[src/rtl/filt_nch.sv]
// Multi-channel glitch filter: per-channel synchroniser, then a 4-state FSM with
// separate rise/fall hold thresholds, qualified sampling and one-cycle edge pulses.
//
// state   | meaning
// --------+------------------------------------------
// ST_LOW  | y=0 stable, counter cleared
// ST_RISE | y=0, input seen high, counting high samples
// ST_HIGH | y=1 stable, counter cleared
// ST_FALL | y=1, input seen low, counting low samples
module filt_nch #(
  parameter int            CH          = 4,
  parameter int            RISE_CNT    = 10,
  parameter int            FALL_CNT    = 10,
  parameter int            SYNC_STAGES = 2,
  parameter logic [CH-1:0] INIT        = '0
) (
  input  logic          clk,
  input  logic          rst_n,
  input  logic          tick,
  input  logic [CH-1:0] i,
  output logic [CH-1:0] y,
  output logic [CH-1:0] rise,
  output logic [CH-1:0] fall
);

  localparam int MAX_CNT = (RISE_CNT > FALL_CNT) ? RISE_CNT : FALL_CNT;
  localparam int CW      = $clog2(MAX_CNT + 1);
  localparam logic [CW-1:0] RISE_LAST = CW'(RISE_CNT - 1);
  localparam logic [CW-1:0] FALL_LAST = CW'(FALL_CNT - 1);

  typedef enum logic [1:0] {
    ST_LOW  = 2'b00,
    ST_RISE = 2'b01,
    ST_HIGH = 2'b10,
    ST_FALL = 2'b11
  } state_t;

  logic [CH-1:0] s;

  generate
    if (SYNC_STAGES == 0) begin : g_nosync
      assign s = i;
    end else begin : g_sync
      logic [SYNC_STAGES-1:0][CH-1:0] sync_q;

      // Shifts every edge; tick only gates the filter itself.
      always_ff @(posedge clk or negedge rst_n) begin
        if (!rst_n) begin
          sync_q <= {SYNC_STAGES{INIT}};
        end else begin
          sync_q[0] <= i;
          for (int n = 1; n < SYNC_STAGES; n++) begin
            sync_q[n] <= sync_q[n-1];
          end
        end
      end

      assign s = sync_q[SYNC_STAGES-1];
    end
  endgenerate

  for (genvar c = 0; c < CH; c++) begin : g_ch
    state_t        state_q, state_d;
    logic [CW-1:0] cnt_q, cnt_d;
    logic          y_q, y_d;
    logic          rise_q, rise_d;
    logic          fall_q, fall_d;

    always_ff @(posedge clk or negedge rst_n) begin
      if (!rst_n) begin
        state_q <= INIT[c] ? ST_HIGH : ST_LOW;
        cnt_q   <= '0;
        y_q     <= INIT[c];
        rise_q  <= 1'b0;
        fall_q  <= 1'b0;
      end else begin
        state_q <= state_d;
        cnt_q   <= cnt_d;
        y_q     <= y_d;
        rise_q  <= rise_d;
        fall_q  <= fall_d;
      end
    end

    always_comb begin
      state_d = state_q;
      cnt_d   = cnt_q;
      y_d     = y_q;
      rise_d  = 1'b0;
      fall_d  = 1'b0;
      case (state_q)
        ST_LOW: begin
          if (tick) begin
            if (!s[c]) begin
              cnt_d = '0;
            end else if (RISE_CNT == 1) begin
              state_d = ST_HIGH;
              y_d     = 1'b1;
              rise_d  = 1'b1;
              cnt_d   = '0;
            end else begin
              state_d = ST_RISE;
              cnt_d   = CW'(1);
            end
          end
        end
        ST_RISE: begin
          if (tick) begin
            if (!s[c]) begin
              state_d = ST_LOW;
              cnt_d   = '0;
            end else if (cnt_q == RISE_LAST) begin
              state_d = ST_HIGH;
              y_d     = 1'b1;
              rise_d  = 1'b1;
              cnt_d   = '0;
            end else begin
              cnt_d = cnt_q + CW'(1);
            end
          end
        end
        ST_HIGH: begin
          if (tick) begin
            if (s[c]) begin
              cnt_d = '0;
            end else if (FALL_CNT == 1) begin
              state_d = ST_LOW;
              y_d     = 1'b0;
              fall_d  = 1'b1;
              cnt_d   = '0;
            end else begin
              state_d = ST_FALL;
              cnt_d   = CW'(1);
            end
          end
        end
        ST_FALL: begin
          if (tick) begin
            if (s[c]) begin
              state_d = ST_HIGH;
              cnt_d   = '0;
            end else if (cnt_q == FALL_LAST) begin
              state_d = ST_LOW;
              y_d     = 1'b0;
              fall_d  = 1'b1;
              cnt_d   = '0;
            end else begin
              cnt_d = cnt_q + CW'(1);
            end
          end
        end
        // Unreachable with a 2-bit encoding, kept so a corrupted state lands in LOW.
        default: begin
          state_d = ST_LOW;
          cnt_d   = '0;
          y_d     = 1'b0;
        end
      endcase
    end

    assign y[c]    = y_q;
    assign rise[c] = rise_q;
    assign fall[c] = fall_q;
  end

endmodule

[config.mk]
export PLATFORM = sky130hd
export DESIGN_NAME = filt_nch
export DESIGN_NICKNAME = d
export VERILOG_FILES = /design/src/rtl/filt_nch.sv
export SDC_FILE = /design/constraint.sdc
export NUM_CORES = 1
export LEC_CHECK = 0
export ABC_AREA = 1
export BUFFER_PORTS_ARGS = -buffer_cell sky130_fd_sc_hd__buf_2
export CAP_MARGIN = 25
export CELL_PAD_IN_SITES_DETAIL_PLACEMENT = 1
export CELL_PAD_IN_SITES_GLOBAL_PLACEMENT = 2
export CORE_MARGIN = 1.5
export CORE_UTILIZATION = 39
export DETAILED_ROUTE_END_ITERATION = 12
export PLACE_DENSITY_LB_ADDON = 0.1
export SYNTH_ARGS = -nofsm -noshare
export SYNTH_HDL_FRONTEND = slang
export SYNTH_SLANG_ARGS = --single-unit
[constraint.sdc]
create_clock -name clk -period 4 [get_ports clk]
set_clock_uncertainty 0.15 [all_clocks]
set_input_delay 0.2 -clock clk [delete_from_list [all_inputs] [get_ports clk]]
set_output_delay 0.2 -clock clk [all_outputs]
set_load 0.02 [all_outputs]
# After elaboration in Yosys (flattened, before gate mapping)
# Cells that the tools add are included.
# word_totals
ff_bits	44
inputBits	7
out_inout_bits	12
wordCells	250
# classes
n_addsub	4
eq_ne	64
muxes	140
n_reduce_logical	20
# ops
op	count
$mux W4	28
$mux W2	40
$ne A2 B2 Y1 const B	40
$pmux W4 S4	4
$mux W1	60
$pmux W2 S4	4
$reduce_and A8 Y1	4
$reduce_and A7 Y1	4
$ne A3 B3 Y1 const B	8
$add A4 B1 Y4 const B	4
$eq A2 B2 Y1 const B	8
$eq A4 B4 Y1 const B	4
$reduce_and A4 Y1	4
$eq A2 B1 Y1 const B	4
$logic_not A2 Y1	4
$pmux W1 S2	4
$reduce_bool A2 Y1	4

# Longest topological paths before layout
# depth
word_depth	5
mapped_depth	9
ltp_nobuf	9

# Worst setup path after synthesis
# No wires, ideal clock.
# synth_path
path_kind	reg2reg
startpoint	register g_ch[3].cnt_q[1]
endpoint	register g_ch[3].state_q[0]
setup_time_ps	117
arrival_time_ps	1087
required_time_ps	3733
path_slack_ps	2646
stages_incl_launch_ff	10
path_buffers	0
synth_period_minus_slack_ps	1354
path_cell_list	dfrtp_1 inv_1 ha_1 nand2_2 nor2_4 nor2_1 nor2_2 nand2_1 nand2_1 nand2_1
# synth_via
elab_chain_cells	3
word_cells_on_any_way	4
classes_between	eq/ne (3); reduce/logical (1)
# synth_lines
element	line_no	text
start: declaration	64	logic [CW-1:0] cnt_q, cnt_d;
start signal: assignment	78	cnt_q <= cnt_d;
$eq A4 B4 Y1 *	112, 142	
$ne A3 B3 Y1 (no line)	--	
$reduce_and A8 Y1 (no line) *	--	
end signal: assignment	71	state_q <= INIT[c] ? ST_HIGH : ST_LOW;
end signal: assignment	77	state_q <= state_d;
end: declaration	63	state_t state_q, state_d;
# Mark *: on every way between the ends. The rest lies on a longest branch, timed or not.
# A chain may end at the register's enable or synchronous reset.

# Worst setup path after layout
# Ends and elaborated chain as after synthesis.

==> metrics.cfg <==
[synth]
synth_top_cell_area_share=0.463
synth_simple_gate_area_frac=0.285
syn_nets=289
netlist.top_cell.by_area=sky130_fd_sc_hd__dfrtp_1
netlist_instances=274
synth_area_per_inst_um2=8.67
synthAdderAreaFrac=0.0421
synth.area.top_cells=sky130_fd_sc_hd__dfrtp_1 46%, sky130_fd_sc_hd__nand2_1 9.3%, sky130_fd_sc_hd__buf_4 4.4%
combinational_family_with_the_most_area_after_synthesis=simple AND/OR/NAND/NOR gates
proportion_of_synthesized_chip_area_in_sequential_cells=0.463
synthesis_warning_total=0
synth_xor_area_frac=0.0147
synth_seq_cells=44
synth_mux_area_frac=0
synth_area_mm2=0.00238
synth_compound_gate_area_share=0.0885
synth_cell_types=31

[placed_design]
gp_congestion=0.769
io_buffer_count=18
dp.cells=347
hpwlAfterDp_mm=3.24
dpl-instance-area_mm2=0.00240

[sta]
tightest_slew_ns=0.509
hold-worst-slack_ns=0.176
fin_crit_ns=1.53
max-slew-margin-rel=0.661
finalMaxSlewViolations=0
final_hold_viol_count=0
timing.final.crit_share=0.382
setup_total_negative_slack_ns=0
rsz0062_at_grt=false
highest_achievable_clock_rate_mhz=655
finalSetupViolations=0

[grt]
grt_usage=0.164
first_global_vias=1823
number_of_antenna_violations_at_the_first_check_in_global_routing=0
grt_remaining_overflow=0
largest_net_degree_at_the_start_of_global_routing=45
grt_first_pass_wirelength_mm=8.25

[floorplanning]
initial_utilization=0.404
row_count=28
horizontal_extent_of_the_die_um=81.1
boundaryPins=19
core-area_mm2=0.00589
floorplan.die.height_um=81.1
die_area_mm2=0.00657

[outcome]
run_status=completed

[power_and_ir_drop]
vdd_ir_drop_max_mv=0.215
pwr_density_cell_mw_per_mm2=572
leakage_power_figure_nw=1.27

[critical_path]
critical_path.endpoint=g_ch[3].state_q[0]
timing.reg2reg.setup_slack_ns=2.47
worst_setup_path_startpoint=g_ch[3].cnt_q[1]
critical_path.reg2reg.endpoint=g_ch[3].state_q[0]
rr_worst_depth=9
worstSetupPathType=flip-flop to flip-flop
worstPathArrival_ns=1.57
critPathRequiredTime_ns=4.04
timing.critical_path.to_type=flip-flop
worstSetupStartpointType=flip-flop
crit-reg2reg-launch=g_ch[3].cnt_q[1]
critical_path_peak_fanout=5

[layout]
finalNetCount=300
finalNonFillerCells=360
drive_above_1_share=0.214
finish.instance_area_mm2=0.00260
num_antenna_cells=0
area_growth_pct=9.37
fillers=729

[detailed_routing]
remaining_drc_errors=0
antenna_left=0
dr.pass1.iters=4
wl_mm=4.73
detailroute.via_count=1787
detail_route.iter0.violations=56
avgRoutedWirePerCell_um=13.2
drt-vias-per-instance=4.96

[cts]
hold_buffers=5
cts_buffer_count=5
cts.repair.resized=0
path_clk_slew_ns=0.08
clock_tree.buffer_depth=2
clk-insertion-delay-late_ns=0.29
clock_sink_count=44
cts-htree-levels=2
cts-root-buf=sky130_fd_sc_hd__clkbuf_8
post_cts_setup_buffers=0
clock_tree_from_tritoncts=yes

[hold_path]
worst_hold_path_type=primary input to async pin

[run]
timing.max_cap.violations=0

[critical path: stages (launching register included)]
cell                      delay, ns
sky130_fd_sc_hd__dfrtp_1       0.41
sky130_fd_sc_hd__inv_1         0.08
sky130_fd_sc_hd__ha_1          0.18
sky130_fd_sc_hd__nand2_2       0.07
sky130_fd_sc_hd__nor2_4        0.14
sky130_fd_sc_hd__nor2_1        0.07
sky130_fd_sc_hd__nor2_2        0.14
sky130_fd_sc_hd__nand2_1       0.07
sky130_fd_sc_hd__nand2_1       0.06
sky130_fd_sc_hd__nand2_1       0.05
[cell usage after synthesis, drive strengths merged]
master	number
nand2	70
dfrtp	44
nor2	32
inv	24
nand3	21
buf	20
o21ai	18
a21oi	14
ha	8
nand4	8
xor2	4
nand3b	3
nor3	3
a21boi	1
nor4	1
o2111ai	1
o22ai	1
o31ai	1
[cell usage in the layout, fill, tap and decap left out]
cell	n
sky130_fd_sc_hd__nand2_1	59
sky130_fd_sc_hd__dfrtp_1	44
sky130_fd_sc_hd__nor2_1	22
sky130_fd_sc_hd__nand3_1	19
sky130_fd_sc_hd__inv_1	18
sky130_fd_sc_hd__buf_2	18
sky130_fd_sc_hd__a21oi_1	13
sky130_fd_sc_hd__nand2_2	11
sky130_fd_sc_hd__o21ai_0	10
sky130_fd_sc_hd__nand4_1	8
sky130_fd_sc_hd__ha_1	8
sky130_fd_sc_hd__o21ai_1	6
sky130_fd_sc_hd__nor2_2	6
sky130_fd_sc_hd__inv_2	5
sky130_fd_sc_hd__clkbuf_8	5
sky130_fd_sc_hd__dlygate4sd3_1	5
sky130_fd_sc_hd__nor2_4	4
sky130_fd_sc_hd__xor2_1	4
sky130_fd_sc_hd__nand3b_1	3
sky130_fd_sc_hd__nor3_1	2
sky130_fd_sc_hd__o21ai_2	2
sky130_fd_sc_hd__bufinv_16	2
sky130_fd_sc_hd__inv_4	1
sky130_fd_sc_hd__nor4_1	1
sky130_fd_sc_hd__o2111ai_1	1
sky130_fd_sc_hd__nor3_2	1
sky130_fd_sc_hd__nand3_4	1
sky130_fd_sc_hd__a21oi_2	1
sky130_fd_sc_hd__o31ai_2	1
sky130_fd_sc_hd__a21boi_2	1
sky130_fd_sc_hd__o22ai_1	1
sky130_fd_sc_hd__nand3_2	1
sky130_fd_sc_hd__buf_12	1
[cells by family (layout without fill, tap and decap cells)]
family                     count (synthesis)  after routing
adders and majority gates                  8              8
buffers and inverters                     44             55
and+or+nand+nor                          138            138
DFF                                       44             44
AOI/OAI and AO/OA                         36             36
xor gates and xnor gates                   4              4
[final cells by class]
type	instances	area, um^2	area share
repair buffers	24	160	0.0616
multi-input cells	186	1020	0.393
inverters	24	92.6	0.0356
flip-flops and latches	44	1100	0.424
well taps	75	93.8	0.0361
clock inverters	2	60.1	0.0231
clock buffers	5	68.8	0.0265
[power breakdown]
part	internal, mW	total [mW]	switching [mW]
sequential	0.525	0.664	0.139
combinational	0.162	0.421	0.259
clock	0.246	0.402	0.156
[flip-flops by register name, indices dropped and copies added, names as in the netlist, named ones only]
name and cells:
g_ch.cnt_q 16, g_ch.state_q 4, g_ch.y_q 4, g_ch.rise_q 4
g_ch.fall_q 4, g_sync.sync_q 4, s 4
[metrics by stage]
step                      power [mW]  setup WS (ns)   util
after global routing            1.60           2.32  0.442
final                           1.49           2.47  0.442
after CTS                       1.51           2.45  0.438
after floorplan                 1.01           2.65      -
after detailed placement        1.10           2.38  0.408
after global placement          1.08           2.42  0.408
[how the worst min path moves through the flow]
stage                                start                to  slack [ns]  cells after the start
after CTS                 g_sync.sync_q[0]              s[0]        0.21                      0
after floorplan                      rst_n         async pin       -0.25                      0
after global placement                i[2]  g_sync.sync_q[2]        0.16                      1
after global routing                 rst_n    g_ch[1].rise_q        0.20                      2
after detailed placement              i[3]  g_sync.sync_q[3]        0.16                      1
final                                rst_n    g_ch[1].rise_q        0.18                      2
[layer usage]
layer,up-vias,GRT usage,share of wire
met5,-,0,0
li1,897,-,-
met3,5,0.0270,0.021
met1,865,0.220,0.50
met4,0,0.0621,0.013
met2,20,0.264,0.47
(Power assumes the default switching activity.)
